File: config.mk
export PLATFORM = sky130hd
export DESIGN_NAME = ex_operand_stage
export DESIGN_NICKNAME = d
export VERILOG_FILES = /design/src/rtl/ex_operand_stage.sv
export SDC_FILE = /design/constraint.sdc
export NUM_CORES = 1
export LEC_CHECK = 0
export CAP_MARGIN = 30
export CORE_MARGIN = 5
export CORE_UTILIZATION = 40
export DETAILED_ROUTE_END_ITERATION = 16
export GPL_ROUTABILITY_DRIVEN = 0
export PLACE_DENSITY = 0.8
export SYNTH_ARGS = -nofsm -noshare
export SYNTH_HDL_FRONTEND = slang
export SYNTH_SLANG_ARGS = --single-unit
File: constraint.sdc
create_clock -name clk -period 2.9 [get_ports clk]
set_input_delay 0.58 -clock clk [delete_from_list [all_inputs] [get_ports clk]]
set_output_delay 0.58 -clock clk [all_outputs]
set_load 0.02 [all_outputs]
File: src/rtl/ex_operand_stage.sv
// ID/EX pipeline register with execute-stage forwarding and operand selection.
// Also flags load-use hazards for the external hazard unit.
module ex_operand_stage #(
  parameter int XLEN   = 32,
  parameter int REGW   = 5,
  parameter int ALUOPW = 5
) (
  input  logic              clk,
  input  logic              rst,
  input  logic              StallE,
  input  logic              FlushE,
  input  logic [XLEN-1:0]   RD1D,
  input  logic [XLEN-1:0]   RD2D,
  input  logic [XLEN-1:0]   PCD,
  input  logic [XLEN-1:0]   ImmExtD,
  input  logic [REGW-1:0]   Rs1D,
  input  logic [REGW-1:0]   Rs2D,
  input  logic [REGW-1:0]   RdD,
  input  logic [ALUOPW-1:0] alu_opD,
  input  logic              ALUSrcAD,
  input  logic              ALUSrcBD,
  input  logic              RegWriteD,
  input  logic              MemWriteD,
  input  logic [1:0]        ResultSrcD,
  input  logic [XLEN-1:0]   ALUResultM,
  input  logic [REGW-1:0]   RdM,
  input  logic              RegWriteM,
  input  logic [XLEN-1:0]   ResultW,
  input  logic [REGW-1:0]   RdW,
  input  logic              RegWriteW,
  output logic [ALUOPW-1:0] alu_opE,
  output logic [XLEN-1:0]   SrcAE,
  output logic [XLEN-1:0]   SrcBE,
  output logic [XLEN-1:0]   WriteDataE,
  output logic [XLEN-1:0]   PCE,
  output logic [REGW-1:0]   RdE,
  output logic              RegWriteE,
  output logic              MemWriteE,
  output logic [1:0]        ResultSrcE,
  output logic [1:0]        ForwardAE,
  output logic [1:0]        ForwardBE,
  output logic              lwStall
);

  typedef struct packed {
    logic [XLEN-1:0]   rd1;
    logic [XLEN-1:0]   rd2;
    logic [XLEN-1:0]   pc;
    logic [XLEN-1:0]   imm;
    logic [REGW-1:0]   rs1;
    logic [REGW-1:0]   rs2;
    logic [REGW-1:0]   rd;
    logic [ALUOPW-1:0] alu_op;
    logic              alu_src_a;
    logic              alu_src_b;
    logic              reg_write;
    logic              mem_write;
    logic [1:0]        result_src;
  } e_regs_t;

  e_regs_t e_d, e_q;
  logic [XLEN-1:0] fwd_a, fwd_b;

  // An all-zero bubble decodes as add x0 = 0 + 0 with no side effects.
  always_comb begin
    e_d = e_q;
    if (FlushE) begin
      e_d = '0;
    end else if (!StallE) begin
      e_d.rd1        = RD1D;
      e_d.rd2        = RD2D;
      e_d.pc         = PCD;
      e_d.imm        = ImmExtD;
      e_d.rs1        = Rs1D;
      e_d.rs2        = Rs2D;
      e_d.rd         = RdD;
      e_d.alu_op     = alu_opD;
      e_d.alu_src_a  = ALUSrcAD;
      e_d.alu_src_b  = ALUSrcBD;
      e_d.reg_write  = RegWriteD;
      e_d.mem_write  = MemWriteD;
      e_d.result_src = ResultSrcD;
    end
  end

  always_ff @(posedge clk) begin
    if (rst) e_q <= '0;
    else     e_q <= e_d;
  end

  // Memory stage holds the younger result, so it wins over Writeback.
  always_comb begin
    ForwardAE = 2'b00;
    if (RegWriteM && (RdM != '0) && (RdM == e_q.rs1))      ForwardAE = 2'b10;
    else if (RegWriteW && (RdW != '0) && (RdW == e_q.rs1)) ForwardAE = 2'b01;

    ForwardBE = 2'b00;
    if (RegWriteM && (RdM != '0) && (RdM == e_q.rs2))      ForwardBE = 2'b10;
    else if (RegWriteW && (RdW != '0) && (RdW == e_q.rs2)) ForwardBE = 2'b01;
  end

  always_comb begin
    case (ForwardAE)
      2'b01:   fwd_a = ResultW;
      2'b10:   fwd_a = ALUResultM;
      default: fwd_a = e_q.rd1;
    endcase
    case (ForwardBE)
      2'b01:   fwd_b = ResultW;
      2'b10:   fwd_b = ALUResultM;
      default: fwd_b = e_q.rd2;
    endcase
  end

  assign SrcAE      = e_q.alu_src_a ? e_q.pc  : fwd_a;
  assign SrcBE      = e_q.alu_src_b ? e_q.imm : fwd_b;
  assign WriteDataE = fwd_b;

  assign lwStall = (e_q.result_src == 2'b01) && (e_q.rd != '0) &&
                   ((e_q.rd == Rs1D) || (e_q.rd == Rs2D));

  assign alu_opE    = e_q.alu_op;
  assign PCE        = e_q.pc;
  assign RdE        = e_q.rd;
  assign RegWriteE  = e_q.reg_write;
  assign MemWriteE  = e_q.mem_write;
  assign ResultSrcE = e_q.result_src;

endmodule

==> flow_metrics.tcl, run 1 <==
set metrics [dict create \
    outcome "finished with violations" \
    violations "negative setup slack" \
    end_kind "output pin" \
    wl_mm 39.52 \
    die_x_um 156.7 \
    dr.pass1.iters 5 \
    hp-class "reg -> reg" \
    worstPathArrival_ns 2.56 \
    synth_top_family_by_area "multiplexers" \
    place.detailed.hpwl_mm 24.71 \
    synth.lib_cells_used.distinct 32 \
    critical_path_startpoint_category "input pin" \
    std_cell_rows 53 \
    cp_max_fo 8 \
    finalMaxSlewViolations 0 \
    core_region_area_um2 21090 \
    dr_total_vias 9514 \
    setup_repair_after_global_routing_missed_its_margin "true" \
    drive_above_1_share_pct 33.15 \
    worst_slew_pin_slew_ns 0.6300 \
    critical-path-max-stage-delay_ns 0.53 \
    syn_area_um2 8608 \
    flip_flop_and_latch_count_after_synthesis 154 \
    grt_start_max_net_pins 78 \
    finish.cell_count_without_fillers 1717 \
    synth.avg_cell_area_um2 8.333 \
    clk_pin_slew_worst_paths_ns 0.06 \
    power.leakage_uw 0.006290 \
    period_needed_ns 3.137 \
    worst_skew_pair_later_pin_latency_ns 0.42 \
    initial_antenna_violation_count 2 \
    synth.area.mux_share_pct 21.63 \
    iteration_0_drc_markers 563 \
    vias_per_cell 5.541 \
    post_synth_inst_count 1033 \
    layout-area-overhead-vs-synth_pct 82.08 \
    io_buffers 380 \
    fin_ws_ns -0.2367 \
    cts_sinks 154 \
    xor_and_xnor_fraction_of_the_mapped_netlist_area_pct 3.052 \
    slew_headroom_pct 58.00 \
    first_global_vias 9781 \
    synth_warnings 0 \
    drtAntennaViolNets 0 \
    setup.worst_path.class "in -> out" \
    grt_usage_pct 29.47 \
    postCtsHoldBufs 0 \
    dp_cells 1619 \
    dp_worst_setup_slack_ns -0.9538 \
    yosys.area_share.simple_pct 14.35 \
    crit_chain "buf_6, or4_4, o21a_4, and3_4, buf_6, buf_12, buf_8, a211oi_4, o31ai_2, buf_4" \
    setup_viol 96 \
    finalHoldViolations 0 \
    ys_seq_area_share_pct 35.81 \
    final_nets 1660 \
    fmax_mhz 318.8 \
    worst-endpoint-required_ns 2.32 \
    grt_pass1_wl_mm 56.03 \
    chipHeight_um 156.7 \
    cts_made_buffers 17 \
    initial_utilization_pct 40.82 \
    ios 381 \
    clock-skew-final_ns 0 \
    synth_adder_area_share_pct 0 \
    path_common_cell "sky130_fd_sc_hd__buf_6" \
    root_buffer "sky130_fd_sc_hd__clkbuf_16" \
    route.detailed.drc 0 \
    layout_commonest_cell "sky130_fd_sc_hd__clkdlybuf4s50_1" \
    nFillCells 1423 \
    worst_ir_drop_vdd_uv 384.3 \
    layout_common_cells "267 x sky130_fd_sc_hd__clkdlybuf4s50_1, 215 x sky130_fd_sc_hd__nor2_1, 155 x sky130_fd_sc_hd__mux2i_1, 147 x sky130_fd_sc_hd__dfxtp_1, 119 x sky130_fd_sc_hd__buf_4" \
    max-clock-path-buffers 2 \
    mappedNetlistNets 1267 \
    tritoncts_clock_tree "yes" \
    period_share_pct 108.2 \
    clock_tree.htree_level_count 4 \
    synth_compound_area_share_pct 13.82 \
    floorplan.die_area_um2 24550 \
    timing.max_cap.violations 0 \
    cpMaxStageDelayCell "sky130_fd_sc_hd__or4_4" \
    overflow 0 \
    detail_route.wl_per_cell_um 23.01 \
    power.density_nw_per_um2 381.7 \
]
==> synth_stat cells (all sizes together) <==
| master | instances | share of area (%) |
|---|---|---|
| a211oi | 32 | 3.3 |
| a21oi | 32 | 1.9 |
| a221oi | 32 | 3.3 |
| a31oi | 33 | 2.4 |
| and2 | 2 | 0.15 |
| and3 | 1 | 0.073 |
| and4 | 1 | 0.10 |
| buf | 85 | 6.5 |
| clkbuf | 44 | 1.9 |
| dfxtp | 154 | 36 |
| inv | 66 | 2.9 |
| mux2i | 186 | 22 |
| nand2 | 33 | 1.4 |
| nand3 | 2 | 0.17 |
| nand4 | 1 | 0.073 |
| nor2 | 222 | 9.7 |
| nor3 | 37 | 2.2 |
| nor4b | 1 | 0.10 |
| o211a | 1 | 0.12 |
| o21a | 1 | 0.087 |
| o31ai | 32 | 2.8 |
| or2 | 1 | 0.073 |
| or3 | 1 | 0.073 |
| or4 | 3 | 0.26 |
| xnor2 | 14 | 1.4 |
| xor2 | 16 | 1.6 |
==> critical path: cells and delay by family <==
family	cells	cell delay, ns
buffers and inverters	5	0.65
AND/OR/NAND/NOR	2	0.75
AO/OA/AOI/OAI	3	0.55
==> flip-flops by register name, summed over array words and instances (netlist names) <==
name and count:
MemWriteE 1, PCE 32, RdE 5, RegWriteE 1
ResultSrcE 2, alu_opE 5, e_q 108
==> where the power goes <==
group / internal [uW] / total (uW) / switching, uW
Clock: 1220 / 2200 / 984
Sequential: 2190 / 2250 / 63.1
Combinational: 806 / 1540 / 730
Total: 4210 / 5980 / 1780
==> area by class of cell <==
class / instances / area, um^2 / area share (%)
inverter: 66 / 257.7 / 1.644
antenna: 3 / 7.507 / 0.04790
timing repair buffer: 503 / 5360 / 34.20
multi-input combinational: 684 / 6050 / 38.60
clock inverter: 12 / 113.9 / 0.7264
tap: 275 / 344.1 / 2.195
sequential: 154 / 3094 / 19.74
clock buffer: 20 / 446.7 / 2.850
==> kinds of logic (layout without fill, tap and decap cells) <==
kind of cell,count (synthesis),count (layout)
buffers and inverters,195,601
xor gates and xnor gates,30,30
other,0,3
and+or+nand+nor,305,305
muxes,186,186
DFF,154,154
AOI/OAI and AO/OA,163,163
==> metrics by stage <==
step                      utilization (%)  TNS [ns]  area, um^2  total power, uW  hold slack, ns
after floorplan                         -         0        8909             2887          0.4627
after global placement              61.86    -83.52       13050             3580          0.4737
after detailed placement            61.86    -84.83       13050             3599          0.4821
after CTS                           70.35    -9.678       14840             5880          0.4988
after global routing                74.31    -15.68       15670             6203          0.5245
final                               74.33    -11.75       15670             5983          0.4972
==> path summary, 6_finish.rpt <==
path / from / end / slack (ns) / depth (start not counted)
setup / recovery: RdW[2] / SrcAE[9] / -0.24 / 10
hold / removal: e_q[134] / e_q[134] / 0.50 / 2
setup reg to reg: e_q[4] / e_q[4] / 1.90 / 2
hold reg to reg: e_q[134] / e_q[134] / 0.50 / 2
==> what timing repair did <==
action | in CTS | in global routing
endpoints found under the hold margin | 0 | 0
buffers inserted | 30 | 22
setup endpoints to repair | 101 | 97
pin swaps | 65 | 49
gates cloned | 17 | 2
resized for setup | 695 | 144
==> metal layers <==
layer	part of all wire, %	vias to the layer above	track usage (%)
met1	38	4563	34.98
met5	0	-	0
met3	8.4	113	7.301
met4	3.9	0	12.44
li1	-	4303	-
met2	50	535	50.70
Note: power is estimated with default switching activity, not from simulation.
==> inputs of run 2 (changes only) <==
Settings changed: CORE_ASPECT_RATIO set to 0.9, CORE_UTILIZATION 40 to 43, PLACE_DENSITY 0.8 to 0.85.
==> run 2 against run 1 <==
The flow still finishes with violations (negative setup slack). Flip-flop and latch count is the same. Combinational power shrank 3%. Wire length shrank 1.7%. Clock skew is the same. Die area shrank 6.5%. Clock power shrank 2%. Critical path depth shrank 1. Design area shrank 3.2%.
==> flow_metrics.tcl, run 2 (synthesis results as in run 1) <==
set metrics [dict create \
    max-clock-path-buffers 2 \
    critical_path_startpoint_category "input pin" \
    cts_made_buffers 17 \
    grt_usage_pct 30.89 \
    timing.hold.ws_ns 0.4911 \
    core_region_area_um2 19860 \
    final_nets 1646 \
    initial_antenna_violation_count 2 \
    outcome "finished with violations" \
    clock-skew-final_ns 0 \
    place.detailed.hpwl_mm 25.43 \
    floorplan.die_area_um2 22950 \
    overflow 0 \
    hp-class "reg -> reg" \
    worst_slew_pin_slew_ns 0.5882 \
    layout-area-overhead-vs-synth_pct 76.31 \
    route.detailed.drc 0 \
    cts_sinks 154 \
    drtAntennaViolNets 0 \
    finalMaxSlewViolations 0 \
    iteration_0_drc_markers 746 \
    detail_route.wl_per_cell_um 23.07 \
    vias_per_cell 5.652 \
    worst_ir_drop_vdd_uv 355.5 \
    initial_utilization_pct 43.34 \
    violations "negative setup slack" \
    multi_input_comb_area_um2 5933 \
    clk_pin_slew_worst_paths_ns 0.06 \
    dp_worst_setup_slack_ns -1.012 \
    setup_viol 97 \
    fin_total_pwr_uw 5895 \
    cp_max_fo 5 \
    chipHeight_um 144.2 \
    setup_repair_after_global_routing_missed_its_margin "true" \
    tritoncts_clock_tree "yes" \
    dr.pass1.iters 6 \
    nFillCells 1282 \
    grt_start_max_net_pins 65 \
    worst-endpoint-required_ns 2.32 \
    detailed_place.area_um2 13090 \
    std_cell_rows 49 \
    clock_tree.htree_level_count 4 \
    top_register "e_q" \
    grt_pass1_wl_mm 55.92 \
    timing.max_cap.violations 0 \
    drive_above_1_share_pct 30.88 \
    period_needed_ns 3.201 \
    setup.worst_path.class "in -> out" \
    period_share_pct 110.4 \
    first_global_vias 9829 \
    worst_skew_pair_later_pin_latency_ns 0.42 \
    power.leakage_uw 0.006116 \
    fin_ws_ns -0.3006 \
    wl_mm 38.83 \
    root_buffer "sky130_fd_sc_hd__clkbuf_16" \
    slew_headroom_pct 60.79 \
    layout.cell_area.non_filler_um2 15180 \
    finish.utilization_pct 76.40 \
    worstPathArrival_ns 2.62 \
    register_area_um2 3090 \
    layout_common_cells "268 x sky130_fd_sc_hd__clkdlybuf4s50_1, 220 x sky130_fd_sc_hd__nor2_1, 154 x sky130_fd_sc_hd__mux2i_1, 150 x sky130_fd_sc_hd__dfxtp_1, 132 x sky130_fd_sc_hd__buf_4" \
    largest_reg_flops 108 \
    end_kind "output pin" \
    power.density_nw_per_um2 388.4 \
    dr_total_vias 9513 \
    ios 381 \
    finalHoldViolations 0 \
    layout_commonest_cell "sky130_fd_sc_hd__clkdlybuf4s50_1" \
    io_buffers 380 \
    die_x_um 159.1 \
    fmax_mhz 312.4 \
]
-- run 2: final timing paths --
check               start   endpoint  slack [ns]  cells after the start
setup reg to reg   e_q[5]     e_q[5]        1.76                      3
setup / recovery   RdW[4]  SrcBE[20]       -0.30                      9
hold / removal    e_q[26]    e_q[26]        0.49                      2
hold reg to reg   e_q[26]    e_q[26]        0.49                      2
-- run 2: per-layer routing --
layer  track usage (%)  wire length [um]  up-vias
met3             8.578              3249      110
met4             14.81              1702        0
li1                  -                 -     4278
met5                 0                 0        -
met1             35.31             14620     4561
met2             53.97             19260      564
-- run 2: area by class of cell --
cell class / instances / share of cell area, %
Antenna cell: 3 / 0.04946
Clock buffer: 20 / 2.877
Clock inverter: 12 / 0.7584
Inverter: 66 / 1.665
Multi-Input combinational cell: 684 / 39.09
Sequential cell: 154 / 20.36
Tap cell: 255 / 2.102
Timing Repair Buffer: 489 / 33.09
-- run 2: repair_timing --
item                       4_1_cts  5_1_grt
setup endpoints to repair      101       97
pin swaps                       70       47
cloned                           9        3
setup buffers                   18        5
hold buffers                     0        0
resized for setup              687       88
-- run 2: per-stage QoR --
stage | std cells | setup TNS (ns)
finish | 1683 | -16.83
detailed placement | 1615 | -87.93
global route | 1682 | -19.50
floorplan | 1033 | 0
global placement | 1615 | -85.76
CTS | 1674 | -14.11
-- run 2: critical path, stage by stage --
cell and delay [ns]:
sky130_fd_sc_hd__buf_6 0.10, sky130_fd_sc_hd__or4_4 0.54, sky130_fd_sc_hd__o21a_4 0.22, sky130_fd_sc_hd__and4_4 0.19
sky130_fd_sc_hd__buf_12 0.14, sky130_fd_sc_hd__buf_12 0.15, sky130_fd_sc_hd__mux2i_4 0.20, sky130_fd_sc_hd__a221oi_2 0.29
sky130_fd_sc_hd__buf_4 0.20
-- run 2: power by group --
| group | leakage [uW] | internal, uW | switching [uW] |
|---|---|---|---|
| clock network | 0.000258 | 1190 | 962 |
| logic | 0.00460 | 783 | 708 |
| registers | 0.00126 | 2180 | 64.2 |
| total | 0.00612 | 4160 | 1730 |
==> inputs of run 3 (changes only) <==
Settings changed: CORE_UTILIZATION 43 to 44, CTS_BUF_LIST set to sky130_fd_sc_hd__clkbuf_2, PLACE_DENSITY 0.85 to 0.87.
==> run 3 against run 2 <==
The run still ends with negative setup slack left. Via count rose by 4.9%. Fmax decreased by 6.2%. Count of clock-buffer cells in the layout fell by 3. Critical path depth is the same. Clock power fell by 46%. First-iteration DRC count shrank 3.4%. Design area increased by 0.16%. Register-to-register slack worse by 0.11 ns. Critical path type is now reg -> out. Critical endpoint is now SrcAE[9]. Largest cell class unchanged.
==> flow_metrics.tcl, run 3 (synthesis results as in run 1) <==
set metrics [dict create \
    outcome "finished with violations" \
    violations "negative setup slack" \
    pwr-share-seq_pct 45.6 \
    timing.hold.ws_ns 0.3613 \
    grt_pass1_wl_mm 56.29 \
    top_register "e_q" \
    grt_usage_pct 32.57 \
    fin_ws_ns -0.5104 \
    critical-path-max-stage-delay_ns 0.38 \
    wl_mm 42.04 \
    dr.pass1.iters 8 \
    ios 381 \
    period_share_pct 117.6 \
    dp_worst_setup_slack_ns -0.9901 \
    io_buffers 380 \
    end_kind "output pin" \
    crit_chain "buf_4, xor2_1, nor3_2, and3_4, buf_6, buf_12, a211oi_2, o31ai_2, buf_4" \
    layout_commonest_cell "sky130_fd_sc_hd__clkdlybuf4s50_1" \
    power_dissipated_by_switching_net_loads_uw 1721 \
    buffer_and_inverter_count_on_the_worst_path 4 \
    finish.cell_count_without_fillers 1691 \
    first_global_vias 9847 \
    cts_sinks 154 \
    iteration_0_drc_markers 721 \
    layout-area-overhead-vs-synth_pct 76.58 \
    clock_share_of_power_pct 23.6 \
    root_buffer "sky130_fd_sc_hd__clkbuf_2" \
    worst_skew_pair_later_pin_latency_ns 0.76 \
    setup.worst_path.class "reg -> out" \
    cpMaxStageDelayCell "sky130_fd_sc_hd__dfxtp_1" \
    place.detailed.hpwl_mm 25.39 \
    combPwrFrac_pct 30.8 \
    final_nets 1658 \
    grt_start_max_net_pins 56 \
    finalMaxSlewViolations 0 \
    nFillCells 1101 \
    finish.utilization_pct 79.10 \
    timing.max_cap.violations 0 \
    dp_cells 1601 \
    worst_ir_drop_vdd_uv 352.8 \
    swShare_pct 34.75 \
    drive_above_1_share_pct 32.50 \
    fmax_mhz 293.2 \
    die_x_um 157.4 \
    critical_path_startpoint_category "register" \
    critical_path.top_delay_family "buffers and inverters" \
    setup_repair_after_global_routing_missed_its_margin "true" \
    route.detailed.drc 0 \
    chipHeight_um 142.7 \
    layout_common_cells "269 x sky130_fd_sc_hd__clkdlybuf4s50_1, 208 x sky130_fd_sc_hd__nor2_1, 154 x sky130_fd_sc_hd__mux2i_1, 141 x sky130_fd_sc_hd__dfxtp_1, 106 x sky130_fd_sc_hd__buf_4" \
    largest_reg_flops 108 \
    power_report.internal_total_uw 3232 \
    r2r_slack_ns 1.65 \
    path_common_cell "sky130_fd_sc_hd__buf_4" \
    initial_utilization_pct 44.79 \
    period_needed_ns 3.410 \
    initial_antenna_violation_count 6 \
    worst-endpoint-required_ns 2.32 \
    max-clock-path-buffers 2 \
    floorplan.die_area_um2 22470 \
    core_region_area_um2 19220 \
    power.leakage_uw 0.006108 \
    overflow 0 \
    slew_headroom_pct 55.03 \
    clk_pin_slew_worst_paths_ns 0.29 \
    std_cell_rows 48 \
    detail_route.wl_per_cell_um 24.86 \
    tritoncts_clock_tree "yes" \
    worstPathArrival_ns 2.83 \
    drtAntennaViolNets 0 \
    power.density_nw_per_um2 325.9 \
    cp_max_fo 7 \
    cts_made_buffers 17 \
    worst_slew_pin_slew_ns 0.6746 \
    finalHoldViolations 0 \
    setup_viol 99 \
    clock_tree.htree_level_count 4 \
    dr_total_vias 9977 \
    hp-class "in -> reg" \
    vias_per_cell 5.900 \
    clock-skew-final_ns 0 \
]
[run 3: cell count changes in the layout (fill, tap and decap cells not counted), sizes merged]
cell | previous run | this run
buf | 211 | 221
clkbuf | 25 | 21
clkinv | 3 | 7
dlygate4sd2 | 3 | 6
bufbuf | 1 | 0
bufinv | 1 | 0
clkdlybuf4s50 | 268 | 269
clkinvlp | 4 | 3
diode | 3 | 4
inv | 70 | 71
[run 3: metrics by stage]
step | setup TNS (ns) | cell area [um^2] | total power (uW)
2_1_floorplan | 0 | 8909 | 2887
3_3_place_gp | -82.11 | 13080 | 3582
3_5_place_dp | -86.32 | 13080 | 3607
4_1_cts | -37.33 | 14580 | 4825
5_1_grt | -50.82 | 15200 | 5133
6_report | -33.86 | 15200 | 4953
[run 3: layout make-up]
class / count / area, um^2 / area share, %
inverters: 66 / 257.7 / 1.696
multi-input cells: 684 / 6003 / 39.49
diodes: 4 / 10.01 / 0.06585
repair buffers: 501 / 5300 / 34.87
clock buffers: 17 / 85.08 / 0.5597
clock inverters: 15 / 117.6 / 0.7737
well taps: 250 / 312.8 / 2.058
flip-flops and latches: 154 / 3114 / 20.49
[run 3: tightest hold or removal path: cells and delay by family]
| family | cells | cell delay, ns |
|---|---|---|
| buf+inv | 1 | 0.40 |
| mux | 1 | 0.12 |
| simple gates | 1 | 0.05 |
[run 3: final timing paths]
kind              endpoint  cells past startpoint     from
setup reg to reg    e_q[4]                      3   e_q[4]
setup / recovery  SrcAE[9]                      9  e_q[21]
hold reg to reg    e_q[35]                      2  e_q[35]
hold / removal      PCE[6]                      3   PCD[6]
[run 3: power by group through the flow]
| stage | sequential (uW) | combinational, uW | clock, uW |
|---|---|---|---|
| 3_5_place_dp | 2290 | 1320 | 0 |
| 4_1_cts | 2250 | 1410 | 1160 |
| 5_1_grt | 2270 | 1590 | 1270 |
| 2_1_floorplan | 2270 | 621 | 0 |
| 6_report | 2260 | 1530 | 1170 |
| 3_3_place_gp | 2280 | 1300 | 0 |
[run 3: repair_timing]
item | 4_1_cts | 5_1_grt
gates resized for setup | 705 | 137
pin swaps | 82 | 51
gates cloned | 14 | 3
setup endpoints to repair | 101 | 101
buffers inserted | 41 | 7
hold buffers | 0 | 0
[run 3: layer usage]
| metal | track usage (%) | wire (um) |
|---|---|---|
| met1 | 36.73 | 14850 |
| met2 | 55.88 | 20250 |
| met3 | 10.64 | 4762 |
| met4 | 15.21 | 2146 |
| met5 | 0 | 21 |
